--- src/rtl/bp_me_pkg.sv ---
// Memory-engine types shared by the CCE memory-message to link serialiser.
package bp_me_pkg;

  typedef enum logic {
    e_bp_inv_cfg = 1'b0
  } bp_params_e;

  typedef struct packed {
    int unsigned paddr_width;
    int unsigned cce_block_width;
    int unsigned dword_width;
    int unsigned lce_id_width;
    int unsigned lce_assoc;
  } bp_proc_param_s;

  // Processor configuration lookup
  function automatic bp_proc_param_s bp_proc_param(input bp_params_e cfg);
    bp_proc_param_s p;
    p = '0;
    if (cfg == e_bp_inv_cfg) begin
      p.paddr_width     = 40;
      p.cce_block_width = 512;
      p.dword_width     = 64;
      p.lce_id_width    = 4;
      p.lce_assoc       = 8;
    end
    return p;
  endfunction

  localparam bp_proc_param_s inv_cfg_lp = bp_proc_param(e_bp_inv_cfg);

  localparam int unsigned paddr_width_p     = inv_cfg_lp.paddr_width;
  localparam int unsigned cce_block_width_p = inv_cfg_lp.cce_block_width;
  localparam int unsigned dword_width_p     = inv_cfg_lp.dword_width;
  localparam int unsigned lce_id_width_p    = inv_cfg_lp.lce_id_width;
  localparam int unsigned lce_assoc_p       = inv_cfg_lp.lce_assoc;
  localparam int unsigned way_id_width_p    = $clog2(lce_assoc_p);

  typedef enum logic [3:0] {
    e_cce_mem_rd    = 4'b0000,
    e_cce_mem_wr    = 4'b0001,
    e_cce_mem_uc_rd = 4'b0010,
    e_cce_mem_uc_wr = 4'b0011,
    e_cce_mem_wb    = 4'b0100
  } bp_cce_mem_cmd_type_e;

  typedef enum logic [2:0] {
    e_mem_msg_size_1  = 3'b000,
    e_mem_msg_size_2  = 3'b001,
    e_mem_msg_size_4  = 3'b010,
    e_mem_msg_size_8  = 3'b011,
    e_mem_msg_size_16 = 3'b100,
    e_mem_msg_size_32 = 3'b101,
    e_mem_msg_size_64 = 3'b110
  } bp_mem_msg_size_e;

  typedef struct packed {
    logic [lce_id_width_p-1:0] lce_id;
    logic [way_id_width_p-1:0] way_id;
  } bp_cce_mem_payload_s;

  typedef struct packed {
    logic [cce_block_width_p-1:0] data;
    bp_cce_mem_payload_s          payload;
    bp_mem_msg_size_e             size;
    logic [paddr_width_p-1:0]     addr;
    bp_cce_mem_cmd_type_e         msg_type;
  } bp_cce_mem_msg_s;

  localparam int unsigned cce_mem_msg_width_lp = $bits(bp_cce_mem_msg_s);

  // Header flit sent ahead of every transaction on the link
  typedef struct packed {
    logic [dword_width_p-paddr_width_p-2:0] pad;
    logic                                   write;
    logic [paddr_width_p-1:0]               addr;
  } bp_me_link_hdr_s;

endpackage

--- src/rtl/bsg_counter_clear_up.sv ---
// Up-counter with synchronous clear; holds at max_val_p rather than wrapping.
module bsg_counter_clear_up #(
  parameter int unsigned max_val_p = 7,
  parameter int unsigned width_p   = 3
) (
  input  logic               clk_i,
  input  logic               reset_i,
  input  logic               clear_i,
  input  logic               up_i,
  output logic [width_p-1:0] count_o
);

  localparam logic [width_p-1:0] max_lp = width_p'(max_val_p);

  logic [width_p-1:0] count_q, count_d;

  // Next count: clear wins over increment
  always_comb begin
    count_d = count_q;
    if (clear_i) begin
      count_d = '0;
    end else if (up_i && (count_q != max_lp)) begin
      count_d = count_q + 1'b1;
    end
  end

  // Count register
  always_ff @(posedge clk_i or posedge reset_i) begin
    if (reset_i) begin
      count_q <= '0;
    end else begin
      count_q <= count_d;
    end
  end

  assign count_o = count_q;

endmodule

--- src/rtl/bsg_serial_in_parallel_out_full.sv ---
// Collects els_p serial words, presents them together once all have arrived.
module bsg_serial_in_parallel_out_full #(
  parameter int unsigned width_p = 64,
  parameter int unsigned els_p   = 8
) (
  input  logic                       clk_i,
  input  logic                       reset_i,
  input  logic                       v_i,
  input  logic [width_p-1:0]         data_i,
  output logic                       ready_o,
  output logic                       v_o,
  output logic [els_p*width_p-1:0]   data_o,
  input  logic                       yumi_i
);

  localparam int unsigned idx_w_lp = (els_p > 1) ? $clog2(els_p) : 1;
  localparam logic [idx_w_lp-1:0] last_lp = idx_w_lp'(els_p - 1);

  logic [idx_w_lp-1:0]           idx_q, idx_d;
  logic                          full_q, full_d;
  logic [els_p-1:0][width_p-1:0] data_q, data_d;
  logic                          take;

  // Fill pointer and full flag; a full buffer refuses input until yumi
  always_comb begin
    take   = v_i & ~full_q;
    idx_d  = idx_q;
    full_d = full_q;
    data_d = data_q;
    if (take) begin
      data_d[idx_q] = data_i;
      if (idx_q == last_lp) begin
        idx_d  = '0;
        full_d = 1'b1;
      end else begin
        idx_d = idx_q + 1'b1;
      end
    end
    if (yumi_i) begin
      full_d = 1'b0;
    end
  end

  // Control state
  always_ff @(posedge clk_i or posedge reset_i) begin
    if (reset_i) begin
      idx_q  <= '0;
      full_q <= 1'b0;
    end else begin
      idx_q  <= idx_d;
      full_q <= full_d;
    end
  end

  // Word storage, not reset
  always_ff @(posedge clk_i) begin
    data_q <= data_d;
  end

  assign ready_o = ~full_q;
  assign v_o     = full_q;
  assign data_o  = data_q;

endmodule

--- src/rtl/bp_me_cce_mem_to_link.sv ---
// Serialises one full-block CCE memory command onto a dword link and
// rebuilds the memory response from the returning flits.
module bp_me_cce_mem_to_link
  import bp_me_pkg::*;
#(
  parameter bp_params_e bp_params_p = e_bp_inv_cfg
) (
  input  logic                            clk_i,
  input  logic                            reset_i,
  input  logic [cce_mem_msg_width_lp-1:0] mem_cmd_i,
  input  logic                            mem_cmd_v_i,
  output logic                            mem_cmd_ready_o,
  output logic [cce_mem_msg_width_lp-1:0] mem_resp_o,
  output logic                            mem_resp_v_o,
  input  logic                            mem_resp_yumi_i,
  output logic [dword_width_p-1:0]        link_data_o,
  output logic                            link_v_o,
  input  logic                            link_ready_i,
  input  logic [dword_width_p-1:0]        link_data_i,
  input  logic                            link_v_i,
  output logic                            link_yumi_o
);

  localparam bp_proc_param_s proc_param_lp = bp_proc_param(bp_params_p);
  localparam int unsigned block_size_in_words_lp =
    proc_param_lp.cce_block_width / proc_param_lp.dword_width;
  localparam int unsigned word_cnt_width_lp =
    (block_size_in_words_lp > 1) ? $clog2(block_size_in_words_lp) : 1;
  localparam logic [word_cnt_width_lp-1:0] cnt_last_lp =
    word_cnt_width_lp'(block_size_in_words_lp - 1);

  localparam logic [2:0] s_ready     = 3'd0;
  localparam logic [2:0] s_send_hdr  = 3'd1;
  localparam logic [2:0] s_send_data = 3'd2;
  localparam logic [2:0] s_recv      = 3'd3;
  localparam logic [2:0] s_resp      = 3'd4;

  logic [2:0]                   state_q, state_d;
  bp_cce_mem_msg_s              cmd_in, cmd_q, cmd_d, resp;
  bp_me_link_hdr_s              link_hdr;
  logic [block_size_in_words_lp-1:0][dword_width_p-1:0] cmd_words;
  logic [word_cnt_width_lp-1:0] cnt;
  logic                         cnt_clear, cnt_up, cnt_last, is_wr, rd_take;
  logic                         sipo_v_li, sipo_ready_lo, sipo_v_lo, sipo_yumi_li;
  logic [cce_block_width_p-1:0] sipo_data_lo;

  assign cmd_in    = mem_cmd_i;
  assign is_wr     = (cmd_q.msg_type == e_cce_mem_wr);
  assign cmd_words = cmd_q.data;
  assign cnt_last  = (cnt == cnt_last_lp);

  bsg_counter_clear_up #(
    .max_val_p(block_size_in_words_lp - 1),
    .width_p  (word_cnt_width_lp)
  ) word_counter (
    .clk_i  (clk_i),
    .reset_i(reset_i),
    .clear_i(cnt_clear),
    .up_i   (cnt_up),
    .count_o(cnt)
  );

  bsg_serial_in_parallel_out_full #(
    .width_p(dword_width_p),
    .els_p  (block_size_in_words_lp)
  ) read_sipo (
    .clk_i  (clk_i),
    .reset_i(reset_i),
    .v_i    (sipo_v_li),
    .data_i (link_data_i),
    .ready_o(sipo_ready_lo),
    .v_o    (sipo_v_lo),
    .data_o (sipo_data_lo),
    .yumi_i (sipo_yumi_li)
  );

  // Command latch: captured only on acceptance
  always_comb begin
    cmd_d = cmd_q;
    if ((state_q == s_ready) && mem_cmd_v_i) begin
      cmd_d = cmd_in;
    end
  end

  // Header flit and response assembly from the latched command
  always_comb begin
    link_hdr       = '0;
    link_hdr.write = is_wr;
    link_hdr.addr  = cmd_q.addr;
    resp           = cmd_q;
    resp.data      = is_wr ? '0 : sipo_data_lo;
  end

  // Link FSM: next state, handshakes and counter control
  always_comb begin
    state_d         = state_q;
    cnt_clear       = 1'b0;
    cnt_up          = 1'b0;
    rd_take         = 1'b0;
    mem_cmd_ready_o = 1'b0;
    mem_resp_v_o    = 1'b0;
    link_v_o        = 1'b0;
    link_data_o     = '0;
    link_yumi_o     = 1'b0;
    sipo_v_li       = 1'b0;
    sipo_yumi_li    = 1'b0;
    case (state_q)
      s_ready: begin
        mem_cmd_ready_o = 1'b1;
        if (mem_cmd_v_i) state_d = s_send_hdr;
      end
      s_send_hdr: begin
        link_v_o    = 1'b1;
        link_data_o = link_hdr;
        if (link_ready_i) state_d = is_wr ? s_send_data : s_recv;
      end
      s_send_data: begin
        link_v_o    = 1'b1;
        link_data_o = cmd_words[cnt];
        if (link_ready_i) begin
          if (cnt_last) begin
            cnt_clear = 1'b1;
            state_d   = s_recv;
          end else begin
            cnt_up = 1'b1;
          end
        end
      end
      s_recv: begin
        if (is_wr) begin
          link_yumi_o = link_v_i;
          if (link_v_i) state_d = s_resp;
        end else begin
          rd_take     = link_v_i & sipo_ready_lo;
          sipo_v_li   = link_v_i;
          link_yumi_o = rd_take;
          if (rd_take) begin
            if (cnt_last) begin
              cnt_clear = 1'b1;
              state_d   = s_resp;
            end else begin
              cnt_up = 1'b1;
            end
          end
        end
      end
      s_resp: begin
        mem_resp_v_o = 1'b1;
        if (mem_resp_yumi_i) begin
          sipo_yumi_li = ~is_wr;
          state_d      = s_ready;
        end
      end
      default: state_d = s_ready;
    endcase
  end

  assign mem_resp_o = resp;

  // FSM state register
  always_ff @(posedge clk_i or posedge reset_i) begin
    if (reset_i) begin
      state_q <= s_ready;
    end else begin
      state_q <= state_d;
    end
  end

  // Latched command, deliberately not reset
  always_ff @(posedge clk_i) begin
    cmd_q <= cmd_d;
  end

`ifndef SYNTHESIS
  a_full_block: assert property (@(posedge clk_i) disable iff (reset_i)
    (mem_cmd_v_i && mem_cmd_ready_o) |-> (cmd_in.size == e_mem_msg_size_64))
    else $error("bp_me_cce_mem_to_link: only full-block commands are supported");
  a_msg_type: assert property (@(posedge clk_i) disable iff (reset_i)
    (mem_cmd_v_i && mem_cmd_ready_o) |->
      (cmd_in.msg_type inside {e_cce_mem_rd, e_cce_mem_wr}))
    else $error("bp_me_cce_mem_to_link: unsupported msg_type");
  a_rd_complete: assert property (@(posedge clk_i) disable iff (reset_i)
    ((state_q == s_resp) && !is_wr) |-> sipo_v_lo)
    else $error("bp_me_cce_mem_to_link: read response without a full block");
`endif

endmodule

--- config.mk ---
export PLATFORM = sky130hd
export DESIGN_NAME = bp_me_cce_mem_to_link
export DESIGN_NICKNAME = d
export VERILOG_FILES = /design/src/rtl/bp_me_pkg.sv /design/src/rtl/bsg_counter_clear_up.sv /design/src/rtl/bsg_serial_in_parallel_out_full.sv /design/src/rtl/bp_me_cce_mem_to_link.sv
export SDC_FILE = /design/constraint.sdc
export NUM_CORES = 1
export LEC_CHECK = 0
export BUFFER_PORTS_ARGS = -buffer_cell sky130_fd_sc_hd__buf_2
export CAP_MARGIN = 30
export CELL_PAD_IN_SITES_DETAIL_PLACEMENT = 1
export CELL_PAD_IN_SITES_GLOBAL_PLACEMENT = 1
export CORE_AREA = 2 2 498 500
export DETAILED_ROUTE_END_ITERATION = 10
export DIE_AREA = 0 0 500 502
export GPL_TIMING_DRIVEN = 0
export HOLD_SLACK_MARGIN = 0.06
export MAX_ROUTING_LAYER = met4
export PLACE_DENSITY = 0.45
export SYNTH_ARGS = -nofsm -noshare
export SYNTH_HDL_FRONTEND = slang
export SYNTH_SLANG_ARGS = --single-unit
--- constraint.sdc ---
create_clock -name clk_i -period 13.45 [get_ports clk_i]
set_input_delay 0 -clock clk_i [delete_from_list [all_inputs] [get_ports clk_i]]
set_output_delay 0 -clock clk_i [all_outputs]
set_load 0.01 [all_outputs]
==> flow_summary.json <==
{
  "status": "finished, final reports clean",
  "drc_errors": 0,
  "crit_buf_inv": 6,
  "clkLatencyLatePin_ns": 0.78,
  "arrival_ns": 4.63,
  "crit_cells": 8,
  "gp_congestion": 0.805,
  "rrSetupSlack_ns": 9.21,
  "avgRoutedWirePerCell_um": 24.4,
  "vias_per_cell": 3.69,
  "cap_viol_max_count": 0,
  "cp-start-kind": "flop",
  "postSynthCellCount": 2080,
  "crit_start": "state_q[2]",
  "post-cts-setup-buffers": 0,
  "grt.total_usage": 0.158,
  "placed_area_mm2": 0.0520,
  "critPathMaxFanout": 127,
  "rr_startpoint": "state_q[2]",
  "htreeDepth": 4,
  "grt_pass1_wl_mm": 269,
  "num_io_pins": 1270,
  "rsz0062_at_grt": "false",
  "clk_pin_slew_ns": 0.06,
  "cts_tree": "yes",
  "dp_hpwl_mm": 147,
  "layout_commonest_cell": "buf_2",
  "crit_type": "reg2reg",
  "postRouteAntennaNets": 0,
  "worst_pin_slew_ns": 1.00,
  "drt_iter0_drc": 1740,
  "layout.cells.non_filler": 8161,
  "crit_path_max_incr_delay_ns": 0.59,
  "finish.utilization": 0.281,
  "max_freq_mhz": 236,
  "timing.final.ws_setup_ns": 9.21,
  "antenna_found_initial": 78,
  "p_leak_uw": 0.0258,
  "reg2reg_depth": 8,
  "fp.dieW_um": 500,
  "power.switching_uw": 3570,
  "cpLargestDelayFamily": "buffers and inverters",
  "dr.pass1.iters": 5,
  "seq_area_frac_synth": 0.804,
  "num-nets-final": 5418,
  "power_frac_seq": 0.404,
  "overflow": 0,
  "fp.dieArea_mm2": 0.251,
  "end_kind": "flop",
  "grt_pass1_vias": 33100,
  "min_period_ns": 4.24,
  "port_buffers": 1269,
  "area_growth_pct": 69.8,
  "rr_endpoint": "mem_resp_o[26]",
  "cts.sinks": 1088,
  "hold_start": "mem_cmd_i[94]",
  "vdd_drop_max_v": 0.000105,
  "power.internal_uw": 7910,
  "synth_cell_types": 41,
  "rows": 182,
  "cp_slowest_cell": "or4b_1",
  "core_mm2": 0.245,
  "worstPathRequired_ns": 13.84,
  "die_h_um": 502,
  "syn-num-nets": 2721,
  "numCtsBuffers": 135,
  "endpoint": "mem_resp_o[26]",
  "switching_share": 0.311,
  "ys_warn_count": 0,
  "crit_chain": "buf_6 > a21oi_1 > or4b_1 > inv_8 > buf_16 > buf_16 > buf_16 > buf_16",
  "slew_headroom": 0.333,
  "final_cell_mix": "buf_2 (1290), dlygate4sd3_1 (1219), edfxtp_1 (1078)",
  "layout-drive-gt1-share": 0.350,
  "pwr-share-comb": 0.265,
  "initial_utilization": 0.166,
  "synth-seq-cells": 1088,
  "clock_path_buffers": 3,
  "fillers": 26600,
  "crit_top_cell": "buf_16",
  "synth_area_mm2": 0.0406,
  "clkPwrFrac": 0.331,
  "dr_total_vias": 30200,
  "fin_skew_ns": 0.0330,
  "cts_root_buf": "clkbuf_16",
  "grt_max_degree": 128,
  "setup_viol": 0,
  "syn_area_per_cell_um2": 19.5,
  "dp_cells": 6641,
  "hp-class": "in2reg",
  "slew_violations": 0,
  "postLayoutCellArea_mm2": 0.0689,
  "multi_input_area_mm2": 0.00754,
  "drt_wl_total_mm": 199,
  "regArea_mm2": 0.0326,
  "power.density_mw_per_mm2": 167,
  "post-place-ws_ns": 9.12,
  "finalCritPeriodShare": 0.315,
  "final_hold_viol_count": 0
}
-- routing by layer --
layer,routed length (um),track usage,vias to the layer above
li1,-,-,13400
met1,75200,0.171,15200
met2,104000,0.283,1273
met3,13500,0.0402,261
met4,6160,0.0506,0
met5,0,-,-
-- per-stage QoR --
step                      power, uW  hold WS [ns]  TNS (ns)
after floorplan                6340        -0.160         0
after global placement         7710        0.0461  -3100.43
after detailed placement       7530        0.0586         0
after CTS                     11700        0.0611         0
after global routing          12000        0.0797         0
final                         11500        0.0913         0
-- power groups by stage --
stage | logic (uW) | clock network (uW) | registers [uW]
detailed placement | 2820 | 0 | 4700
global route | 3290 | 4030 | 4680
global placement | 2600 | 0 | 5110
floorplan | 1410 | 0 | 4930
finish | 3050 | 3800 | 4640
CTS | 3130 | 3910 | 4640
-- timing repair --
item,in CTS,in global routing
setup endpoints to repair,0,0
hold endpoints to repair,1167,0
hold buffers,1219,0
gates resized for setup,0,0
-- registers in the layout, summed over array words and instances (netlist names) --
signal and cells:
cmd_words 512, mem_resp_o 54, read_sipo.data_o 512, read_sipo.idx_q 3, read_sipo.v_o 1, state_q 3
word_counter.count_o 3
-- cells in the mapped netlist --
| cell | count | area share |
|---|---|---|
| nor4b_1 | 1 | 0.00022 |
| a22o_1 | 2 | 0.00043 |
| a22oi_1 | 41 | 0.0076 |
| o22ai_1 | 1 | 0.00015 |
| a21o_1 | 1 | 0.00018 |
| nand2b_1 | 3 | 0.00046 |
| dfrtp_1 | 10 | 0.0062 |
| mux2_2 | 1 | 0.00028 |
| nand3_1 | 1 | 0.00012 |
| o311ai_1 | 1 | 0.00022 |
| nand2_1 | 92 | 0.0085 |
| or2_2 | 1 | 0.00015 |
| o21ai_1 | 1 | 0.00012 |
| a21oi_1 | 5 | 0.00062 |
| a31oi_1 | 1 | 0.00015 |
| nor2_1 | 33 | 0.0031 |
| or4b_1 | 2 | 0.00049 |
| nand3b_1 | 1 | 0.00018 |
| buf_2 | 20 | 0.0025 |
| edfxtp_1 | 1078 | 0.80 |
| clkbuf_1 | 83 | 0.0077 |
| o21ai_2 | 1 | 0.00022 |
| or4b_4 | 1 | 0.00034 |
| nor3_1 | 7 | 0.00086 |
| inv_1 | 5 | 0.00046 |
| mux2i_1 | 24 | 0.0059 |
| mux4_2 | 128 | 0.071 |
| nor4_1 | 1 | 0.00015 |
| and2_1 | 514 | 0.079 |
| o2bb2ai_1 | 1 | 0.00022 |
| o21ai_0 | 2 | 0.00025 |
| nor3b_1 | 1 | 0.00018 |
| buf_1 | 2 | 0.00018 |
| ha_1 | 5 | 0.0015 |
| or3b_1 | 1 | 0.00022 |
| buf_4 | 1 | 0.00018 |
| or3_1 | 1 | 0.00015 |
| nand4b_4 | 1 | 0.00059 |
| or2_1 | 1 | 0.00015 |
| a2111oi_4 | 1 | 0.00068 |
| buf_6 | 3 | 0.00083 |
-- worst reg2reg max path, cell delays in order, from the launching register on --
cell	delay (ns)
dfrtp_1	0.40
buf_6	0.15
a21oi_1	0.20
or4b_1	0.59
inv_8	0.40
buf_16	0.44
buf_16	0.59
buf_16	0.47
buf_16	0.41
-- worst min-delay path by stage --
stage / endpoint / cells after the start
2_1_floorplan: read_sipo.idx_q[0] / 1
3_3_place_gp: read_sipo.idx_q[0] / 2
3_5_place_dp: read_sipo.idx_q[0] / 2
4_1_cts: read_sipo.data_o[66] / 2
5_1_grt: cmd_words[104] / 2
6_report: cmd_words[40] / 2
-- cells by family after synthesis --
kind of cell | share of synthesized area
and+or+nand+nor | 0.0951
buffers and inverters | 0.0118
muxes | 0.0772
AOI/OAI and AO/OA | 0.0108
DFF | 0.804
adders and majority gates | 0.00154
-- cell type report --
| type | instances | share of cell area |
|---|---|---|
| Clock buffer | 165 | 0.0516 |
| Antenna cell | 61 | 0.00222 |
| Timing Repair Buffer | 2560 | 0.284 |
| Sequential cell | 1088 | 0.473 |
| Inverter | 5 | 0.000381 |
| Clock inverter | 75 | 0.0141 |
| Tap cell | 3220 | 0.0585 |
| Buffer | 109 | 0.00683 |
| Multi-Input combinational cell | 878 | 0.109 |
(Power assumes the default switching activity.)
